$ cat config.mk
export PLATFORM = sky130hd
export DESIGN_NAME = hdmi_packet_scheduler
export DESIGN_NICKNAME = d
export VERILOG_FILES = /design/src/rtl/hdmi_packet_pkg.sv /design/src/rtl/hdmi_acr_timer.sv /design/src/rtl/hdmi_packet_scheduler.sv
export SDC_FILE = /design/constraint.sdc
export NUM_CORES = 1
export LEC_CHECK = 0
export BUFFER_PORTS_ARGS = -buffer_cell sky130_fd_sc_hd__buf_2
export CAP_MARGIN = 20
export CORE_UTILIZATION = 55
export DETAILED_ROUTE_END_ITERATION = 10
export PLACE_DENSITY = 0.87
export SKIP_LAST_GASP = 1
export SYNTH_ARGS = -nofsm -noshare
export SYNTH_HDL_FRONTEND = slang
export SYNTH_HIERARCHICAL = 1
export SYNTH_SLANG_ARGS = --single-unit
$ cat constraint.sdc
create_clock -name clk_pixel -period 2.5 [get_ports clk_pixel]
set_input_delay 0.375 -clock clk_pixel [delete_from_list [all_inputs] [get_ports clk_pixel]]
set_output_delay 0.375 -clock clk_pixel [all_outputs]
set_load 0.005 [all_outputs]
$ cat src/rtl/hdmi_packet_pkg.sv
// rtl/hdmi_packet_pkg.sv - packet type codes, FSM states and the slot priority function
// Shared by the scheduler; the SPD entry only matters when HDMI_SPD_INFOFRAME_EN is defined.
package hdmi_packet_pkg;

    localparam logic [7:0] PKT_NULL         = 8'h00;
    localparam logic [7:0] PKT_ACR          = 8'h01;
    localparam logic [7:0] PKT_AUDIO_SAMPLE = 8'h02;
    localparam logic [7:0] PKT_AVI_IF       = 8'h82;
    localparam logic [7:0] PKT_SPD_IF       = 8'h83;
    localparam logic [7:0] PKT_AUDIO_IF     = 8'h84;

    localparam logic [0:0] ST_ARB  = 1'b0;
    localparam logic [0:0] ST_HOLD = 1'b1;

    typedef struct packed {
        logic aud;
        logic acr;
        logic avi;
        logic aif;
        logic spd;
    } pend_t;

    // Fixed priority: audio never starves behind the once-per-frame infoframes.
    function automatic logic [7:0] arbitrate(input pend_t p);
        if (p.aud)      return PKT_AUDIO_SAMPLE;
        else if (p.acr) return PKT_ACR;
        else if (p.avi) return PKT_AVI_IF;
        else if (p.aif) return PKT_AUDIO_IF;
        else if (p.spd) return PKT_SPD_IF;
        else            return PKT_NULL;
    endfunction

endpackage

$ cat src/rtl/hdmi_acr_timer.sv
// rtl/hdmi_acr_timer.sv - free-running 0..ACR_PERIOD_CLKS-1 counter with a wrap pulse
// o_wrap is high for the single cycle the counter sits at its terminal value.
module hdmi_acr_timer #(
    parameter int ACR_PERIOD_CLKS = 27000
) (
    input  logic clk_pixel,
    input  logic reset_n,
    output logic o_wrap
);

    localparam int W = (ACR_PERIOD_CLKS > 1) ? $clog2(ACR_PERIOD_CLKS) : 1;

    logic [W-1:0] r_count;
    logic         w_at_end;

    assign w_at_end = (r_count == W'(ACR_PERIOD_CLKS - 1));
    assign o_wrap   = w_at_end;

    always_ff @(posedge clk_pixel or negedge reset_n) begin
        if (!reset_n) begin
            r_count <= '0;
        end else if (w_at_end) begin
            r_count <= '0;
        end else begin
            r_count <= r_count + 1'b1;
        end
    end

endmodule

$ cat src/rtl/hdmi_packet_scheduler.sv
// rtl/hdmi_packet_scheduler.sv - chooses the packet type for each HDMI data-island slot
// Optional: HDMI_SPD_INFOFRAME_EN adds a once-per-frame SPD infoframe after the audio infoframe.
module hdmi_packet_scheduler
    import hdmi_packet_pkg::*;
#(
    parameter int ACR_PERIOD_CLKS   = 27000,
    parameter int AUDIO_PENDING_MAX = 15
) (
    input  logic       clk_pixel,
    input  logic       reset_n,
    input  logic       frame_start,
    input  logic       audio_sample_strobe,
    input  logic       packet_enable,
    output logic [7:0] packet_type,
    output logic       audio_sample_ack,
    output logic       audio_overflow
);

    localparam int CW = $clog2(AUDIO_PENDING_MAX + 1);

    logic [0:0]    r_state;
    logic [7:0]    r_packet_type;
    logic [CW-1:0] r_aud_cnt;
    logic          r_acr_pend;
    logic          r_avi_pend;
    logic          r_aif_pend;
    logic          r_overflow;
    logic          w_spd_pend;
    logic          w_acr_wrap;
    logic          w_commit;
    logic          w_commit_aud;
    logic          w_commit_acr;
    logic          w_commit_avi;
    logic          w_commit_aif;
    pend_t         w_pend;

    hdmi_acr_timer #(
        .ACR_PERIOD_CLKS(ACR_PERIOD_CLKS)
    ) u_acr_timer (
        .clk_pixel(clk_pixel),
        .reset_n  (reset_n),
        .o_wrap   (w_acr_wrap)
    );

    // Only the type latched for the slot is ever committed; null commits nothing.
    assign w_commit     = (r_state == ST_HOLD) && packet_enable;
    assign w_commit_aud = w_commit && (r_packet_type == PKT_AUDIO_SAMPLE);
    assign w_commit_acr = w_commit && (r_packet_type == PKT_ACR);
    assign w_commit_avi = w_commit && (r_packet_type == PKT_AVI_IF);
    assign w_commit_aif = w_commit && (r_packet_type == PKT_AUDIO_IF);

    assign packet_type      = r_packet_type;
    assign audio_sample_ack = w_commit_aud;
    assign audio_overflow   = r_overflow;

`ifdef HDMI_SPD_INFOFRAME_EN
    logic r_spd_pend;
    logic w_commit_spd;

    assign w_commit_spd = w_commit && (r_packet_type == PKT_SPD_IF);
    assign w_spd_pend   = r_spd_pend;

    always_ff @(posedge clk_pixel or negedge reset_n) begin
        if (!reset_n) begin
            r_spd_pend <= 1'b0;
        end else begin
            r_spd_pend <= frame_start | (r_spd_pend & ~w_commit_spd);
        end
    end
`else
    assign w_spd_pend = 1'b0;
`endif

    assign w_pend = '{aud: (r_aud_cnt != '0), acr: r_acr_pend, avi: r_avi_pend,
                      aif: r_aif_pend, spd: w_spd_pend};

    // Set terms are ORed in last so a new request wins over a same-cycle commit.
    always_ff @(posedge clk_pixel or negedge reset_n) begin
        if (!reset_n) begin
            r_acr_pend <= 1'b0;
            r_avi_pend <= 1'b0;
            r_aif_pend <= 1'b0;
        end else begin
            r_acr_pend <= w_acr_wrap  | (r_acr_pend & ~w_commit_acr);
            r_avi_pend <= frame_start | (r_avi_pend & ~w_commit_avi);
            r_aif_pend <= frame_start | (r_aif_pend & ~w_commit_aif);
        end
    end

    always_ff @(posedge clk_pixel or negedge reset_n) begin
        if (!reset_n) begin
            r_aud_cnt  <= '0;
            r_overflow <= 1'b0;
        end else begin
            case ({audio_sample_strobe, w_commit_aud})
                2'b10: begin
                    if (r_aud_cnt == CW'(AUDIO_PENDING_MAX)) begin
                        r_overflow <= 1'b1;
                    end else begin
                        r_aud_cnt <= r_aud_cnt + 1'b1;
                    end
                end
                2'b01:   r_aud_cnt <= r_aud_cnt - 1'b1;
                default: r_aud_cnt <= r_aud_cnt;
            endcase
        end
    end

    always_ff @(posedge clk_pixel or negedge reset_n) begin
        if (!reset_n) begin
            r_state       <= ST_ARB;
            r_packet_type <= PKT_NULL;
        end else begin
            case (r_state)
                ST_ARB: begin
                    r_packet_type <= arbitrate(w_pend);
                    r_state       <= ST_HOLD;
                end
                default: begin
                    if (packet_enable) begin
                        r_packet_type <= PKT_NULL;
                        r_state       <= ST_ARB;
                    end
                end
            endcase
        end
    end

endmodule

==> results of run 1 <==
[placed cells by master (no fill, tap or decap), types with 2 or more instances in the layout]
cell type,instances
a21bo_2,2
a21o_1,3
a21oi_1,2
and3_1,3
and4_1,2
buf_2,10
clkbuf_4,3
conb_1,4
dfrtp_1,27
ha_1,3
inv_1,10
mux2i_1,2
nand2_1,8
nand3_1,4
nand4_1,5
nor2_1,7
nor2b_1,2
nor3_1,2
o21ai_1,2
o21bai_1,3
or3_1,2
or4_1,2
or4_4,2
xnor2_1,6
xor2_1,7
[cell type report]
type	instances	area, sq um
Multi-Input combinational cell	95	683.2
Fill cell	197	953.4
Sequential cell	28	701.9
Inverter	10	37.54
Clock buffer	4	36.28
Tap cell	30	37.54
Timing Repair Buffer	10	50.05
[registers in the layout, summed over array words and instances (netlist names)]
name                 flops
r_aif_pend               1
r_acr_pend               1
packet_type              4
u_acr_timer/r_count     15
audio_overflow           1
r_state                  1
r_aud_cnt                4
r_avi_pend               1
[cell families (layout without fill, tap and decap cells)]
logic type	after synthesis	in the layout	share of synthesized area
AO/OA/AOI/OAI	23	23	0.1169
XOR/XNOR	13	13	0.07765
adder cells (fa/ha/maj)	4	4	0.03925
buffers and inverters	19	24	0.06655
flip-flops	28	28	0.4778
multiplexers	2	2	0.01365
other	1	4	0.002557
AND/OR/NAND/NOR	49	49	0.2056
[power by group through the flow]
stage	combinational (mW)	sequential, mW	clock, mW
after CTS	0.244	0.560	0.233
final	0.243	0.561	0.221
after global routing	0.281	0.572	0.244
after global placement	0.231	0.563	0
after detailed placement	0.243	0.569	0
after floorplan	0.194	0.554	0
[critical path, stage by stage, from the launching register on]
cell      delay (ns)
dfrtp_1         0.44
nand4b_2        0.25
or4_4           0.48
inv_1           0.11
ha_1            0.23
a21o_1          0.17
a21oi_1         0.17
mux2i_1         0.23
xor2_1          0.16
[metal layers]
metal,track usage,part of all wire
met5,0,0
met4,0.1140,0.015
met3,0.03390,0.041
met2,0.3000,0.47
met1,0.2828,0.48
[path summary, 6_finish.rpt]
check,startpoint,end,slack (ns),cells after the start
worst max-delay path,packet_type[0],r_aud_cnt[3],0.20,8
worst min-delay path,reset_n,r_aud_cnt[3],0.02,1
worst max register to register,packet_type[0],r_aud_cnt[3],0.20,8
worst min register to register,u_acr_timer/r_count[0],u_acr_timer/r_count[0],0.49,1
max in group asynchronous,reset_n,r_state,2.06,1
min in group clk_pixel,frame_start,r_aif_pend,0.21,2
==> out/results.tsv, run 1 <==
metric	value	unit
Clk pwr share	0.216	
Tot Pwr	1.026	mW
Seq/Total Area, Yosys	0.4778	
number of global-route vias before repair	934	
CP endpoint kind	flip-flop	
Syn Inst Count	139	
Rel. slew slack	0.6001	
DR pass1 iterations	4	
final routed DRC violation total	0	
nets@finish	157	
core region area	2500	sq um
number of flops mapped to enable cells by yosys	0	
CP Launch Type	flip-flop	
count leader, synth	dfrtp_1	
initial drt markers	25	
final worst slack	0.1971	ns
P&R area growth vs syn	5.461	%
Sw Pwr	0.3086	mW
worst hold path type	in2async	
share of the synthesized area in the top cell type	0.4778	
drt total wl	2.433	mm
Yosys top cell by area	dfrtp_1	
final cycle utilization of the critical path	0.9212	
WHS	0.02116	ns
vias	1008	
Post-CTS Resized	0	
maximum number of pins on one net before global-route repair	29	
clk_lat worst skew	0.34	ns
Post-synth top cells	dfrtp_1, inv_1, nand2_1	
GPL Wtd Cong	0.8614	
ys flop type	dfrtp_1	
combinational group share of total power	0.237	
WL/cell	13.75	microns
CTS Hold Bufs	0	
Max VDD drop	0.5568	mV
Flop pwr share	0.547	
ranking of synthesized cells by area	dfrtp_1, xor2_1, xnor2_1	
Fin. Hold Viols	0	
Die H	53.64	microns
Int Power	0.7172	mW
Final Util	0.6186	
IO Pins	15	
first-pass GRT wire length	4.050	mm
final non-filler cell total	177	
#FFs+latches synth	28	
Avg Synthesized Cell Area	10.55	sq um
# port buffers	10	
Crit path required time	2.77	ns
Period minus WS final	2.303	ns
Post-Syn Area	1466	sq um
crit-path max FO	5	
Ant. Diodes	0	
CTS Buf Count	3	
die area	2877	sq um
leakage dissipation	0.7596	nW
DP HPWL	1.690	mm
Post-CTS Setup Inserts	0	
clock tree root buffer cell	clkbuf_4	
initial antenna violation count	0	
FP Rows	18	
via density per instance	5.695	
clock skew	0.007937	ns
Final Cell Area	1546	sq um
share of cells above drive strength 1	0.1633	
Final Max Tran Viols	0	
Synth cell types	47	
Slew @ Worst Pin	0.5999	ns
antenna viol nets, final	0	
Max Root-Sink Buffers	2	
WP data arrival	2.58	ns
# Max-Cap Violations	0	
CP Class	reg2reg	
RSZ-0062 raised after global routing	false	
clock sink total	28	
ys async rst share	1.000	
gr usage total	0.2029	
Ys Warns	6	
setup TNS	0	ns
PD cells	663.3	nW/um^2
Worst-path clk slew	0.15	ns
Placed Cells incl. Taps	173	
status	complete, no violations	
CTS tree	done	
Sw Ratio	0.3008	
# H-tree levels	1	
Starting Density	0.5866	
Placement Cell Area	1505	sq um
grt ovf	0	
die width	53.64	microns
dpl ws	0.1530	ns
Final setup viols	0	
FMAX	434.2	MHz
Power figures use the tool's default switching activity.
==> inputs of run 2 (changes only) <==
Settings changed: REMOVE_ABC_BUFFERS from default to 1.
==> run 2 against run 1 <==
  * Register-to-register slack got worse by 0.07 ns
  * Cell count did not move
  * Maximum frequency shrank 3.0%
  * Final area grew 0.16%
  * Clock skew is 0.0023 ns lower
  * Worst setup slack lost 0.070 ns
==> out/results.tsv, run 2 (synthesized netlist as in run 1, its figures left out) <==
metric	value	unit	change
nets@finish	157		unchanged
clk_lat worst skew	0.32	ns	was 0.34 ns
die width	53.64	microns	unchanged
status	complete, no violations		unchanged
final routed DRC violation total	0		unchanged
dpl ws	0.09065	ns	was 0.1530 ns
final cycle utilization of the critical path	0.9493		was 0.9212
vias	1027		was 1008
drt total wl	2.410	mm	was 2.433 mm
# port buffers	10		unchanged
Reg with most FFs	u_acr_timer/r_count		unchanged
FMAX	421.4	MHz	was 434.2 MHz
CP Class	reg2reg		unchanged
via density per instance	5.802		was 5.695
CTS tree	done		unchanged
Placed Cells incl. Taps	173		unchanged
final non-filler cell total	177		unchanged
Final Max Tran Viols	0		unchanged
WL/cell	13.62	microns	was 13.75 microns
CTS Buf Count	3		unchanged
antenna viol nets, final	0		unchanged
RSZ-0062 raised after global routing	false		unchanged
CP endpoint kind	flip-flop		unchanged
Worst-path clk slew	0.15	ns	about the same
clock sink total	28		unchanged
number of global-route vias before repair	908		was 934
CP Launch Type	flip-flop		unchanged
Period minus WS final	2.373	ns	was 2.303 ns
# Max-Cap Violations	0		unchanged
die area	2877	sq um	unchanged
Ant. Diodes	0		unchanged
final worst slack	0.1268	ns	was 0.1971 ns
FP Rows	18		unchanged
commonest non-fill, non-tap cell in the layout	dfrtp_1		unchanged
Die H	53.64	microns	unchanged
Rel. slew slack	0.5956		was 0.6001
Max VDD drop	0.5872	mV	was 0.5568 mV
Tot Pwr	1.033	mW	was 1.026 mW
Max Root-Sink Buffers	2		unchanged
Post-CTS Resized	0		unchanged
IO Pins	15		unchanged
Sequential Area	700.7	sq um	was 701.9 sq um
# H-tree levels	1		unchanged
Crit path required time	2.75	ns	was 2.77 ns
CP Launch Point	packet_type[0]		unchanged
Slew @ Worst Pin	0.6066	ns	was 0.5999 ns
Layout fillers	195		was 197
P&R area growth vs syn	5.632	%	was 5.461%
PD cells	667.2	nW/um^2	was 663.3 nW/um^2
leakage dissipation	0.7611	nW	was 0.7596 nW
WP data arrival	2.62	ns	was 2.58 ns
initial drt markers	19		was 25
Fin. Hold Viols	0		unchanged
max reg flops	15		unchanged
DP HPWL	1.807	mm	was 1.690 mm
Final setup viols	0		unchanged
Post-CTS Setup Inserts	0		unchanged
CTS Hold Bufs	0		unchanged
clock tree root buffer cell	clkbuf_4		unchanged
maximum number of pins on one net before global-route repair	29		unchanged
first-pass GRT wire length	4.036	mm	was 4.050 mm
reg2reg start	packet_type[0]		unchanged
Starting Density	0.5866		unchanged
grt ovf	0		unchanged
setup TNS	0	ns	unchanged
clock skew	0.005632	ns	was 0.007937 ns
leading cell types in the layout, fill and taps excluded	dfrtp_1, inv_1, buf_2		unchanged
worst hold path type	in2async		unchanged
gr usage total	0.1943		was 0.2029
GPL Wtd Cong	0.8229		was 0.8614
DR pass1 iterations	4		unchanged
multi-input combinational cell area	686.9	sq um	was 683.2 sq um
crit-path max FO	5		unchanged
share of cells above drive strength 1	0.1633		unchanged
core region area	2500	sq um	unchanged
initial antenna violation count	0		unchanged
[run 2: per-layer routing]
| layer | wire, microns | vias to the layer above | track usage |
|---|---|---|---|
| met1 | 1158 | 507 | 0.2761 |
| li1 | - | 502 | - |
| met3 | 81 | 0 | 0.03955 |
| met2 | 1171 | 18 | 0.3063 |
| met5 | 0 | - | 0 |
| met4 | 0 | 0 | 0.04386 |
[run 2: final timing paths]
| kind | to | slack, ns | cells after the start |
|---|---|---|---|
| hold / removal | u_acr_timer/r_count[14] | 0.04 | 1 |
| max in group asynchronous | u_acr_timer/r_count[7] | 2.06 | 1 |
| setup / recovery | r_aud_cnt[3] | 0.13 | 8 |
| min in group clk_pixel | r_aif_pend | 0.24 | 2 |
| hold reg to reg | audio_overflow | 0.48 | 1 |
| setup reg to reg | r_aud_cnt[3] | 0.13 | 8 |
[run 2: stage by stage]
stage / util / area [sq um] / hold WS [ns]
after global placement: 0.6021 / 1505 / 0.4116
final: 0.6196 / 1549 / 0.03773
after CTS: 0.6166 / 1541 / 0.05465
after global routing: 0.6196 / 1549 / 0.08808
after floorplan: - / 1418 / 0.07941
after detailed placement: 0.6021 / 1505 / 0.4207
[run 2: critical path: stages (launching register included)]
cell and delay [ns]:
dfrtp_1 0.45, nand4b_2 0.27, or4_4 0.48, inv_1 0.10, ha_1 0.23, a21o_1 0.19
a21oi_2 0.16, mux2i_1 0.24, xor2_1 0.17
[run 2: final cells by class]
type | instances | share of cell area
multi-input combinational | 95 | 0.4435
clock buffer | 4 | 0.02342
tap | 30 | 0.02423
timing repair buffer | 10 | 0.03231
sequential | 28 | 0.4523
inverter | 10 | 0.02423
[run 2: power breakdown]
group	leakage, nW	switching, mW	internal [mW]
sequential	0.343	0.0564	0.506
clock	0.0210	0.125	0.0889
combinational	0.397	0.131	0.126
total	0.761	0.312	0.721
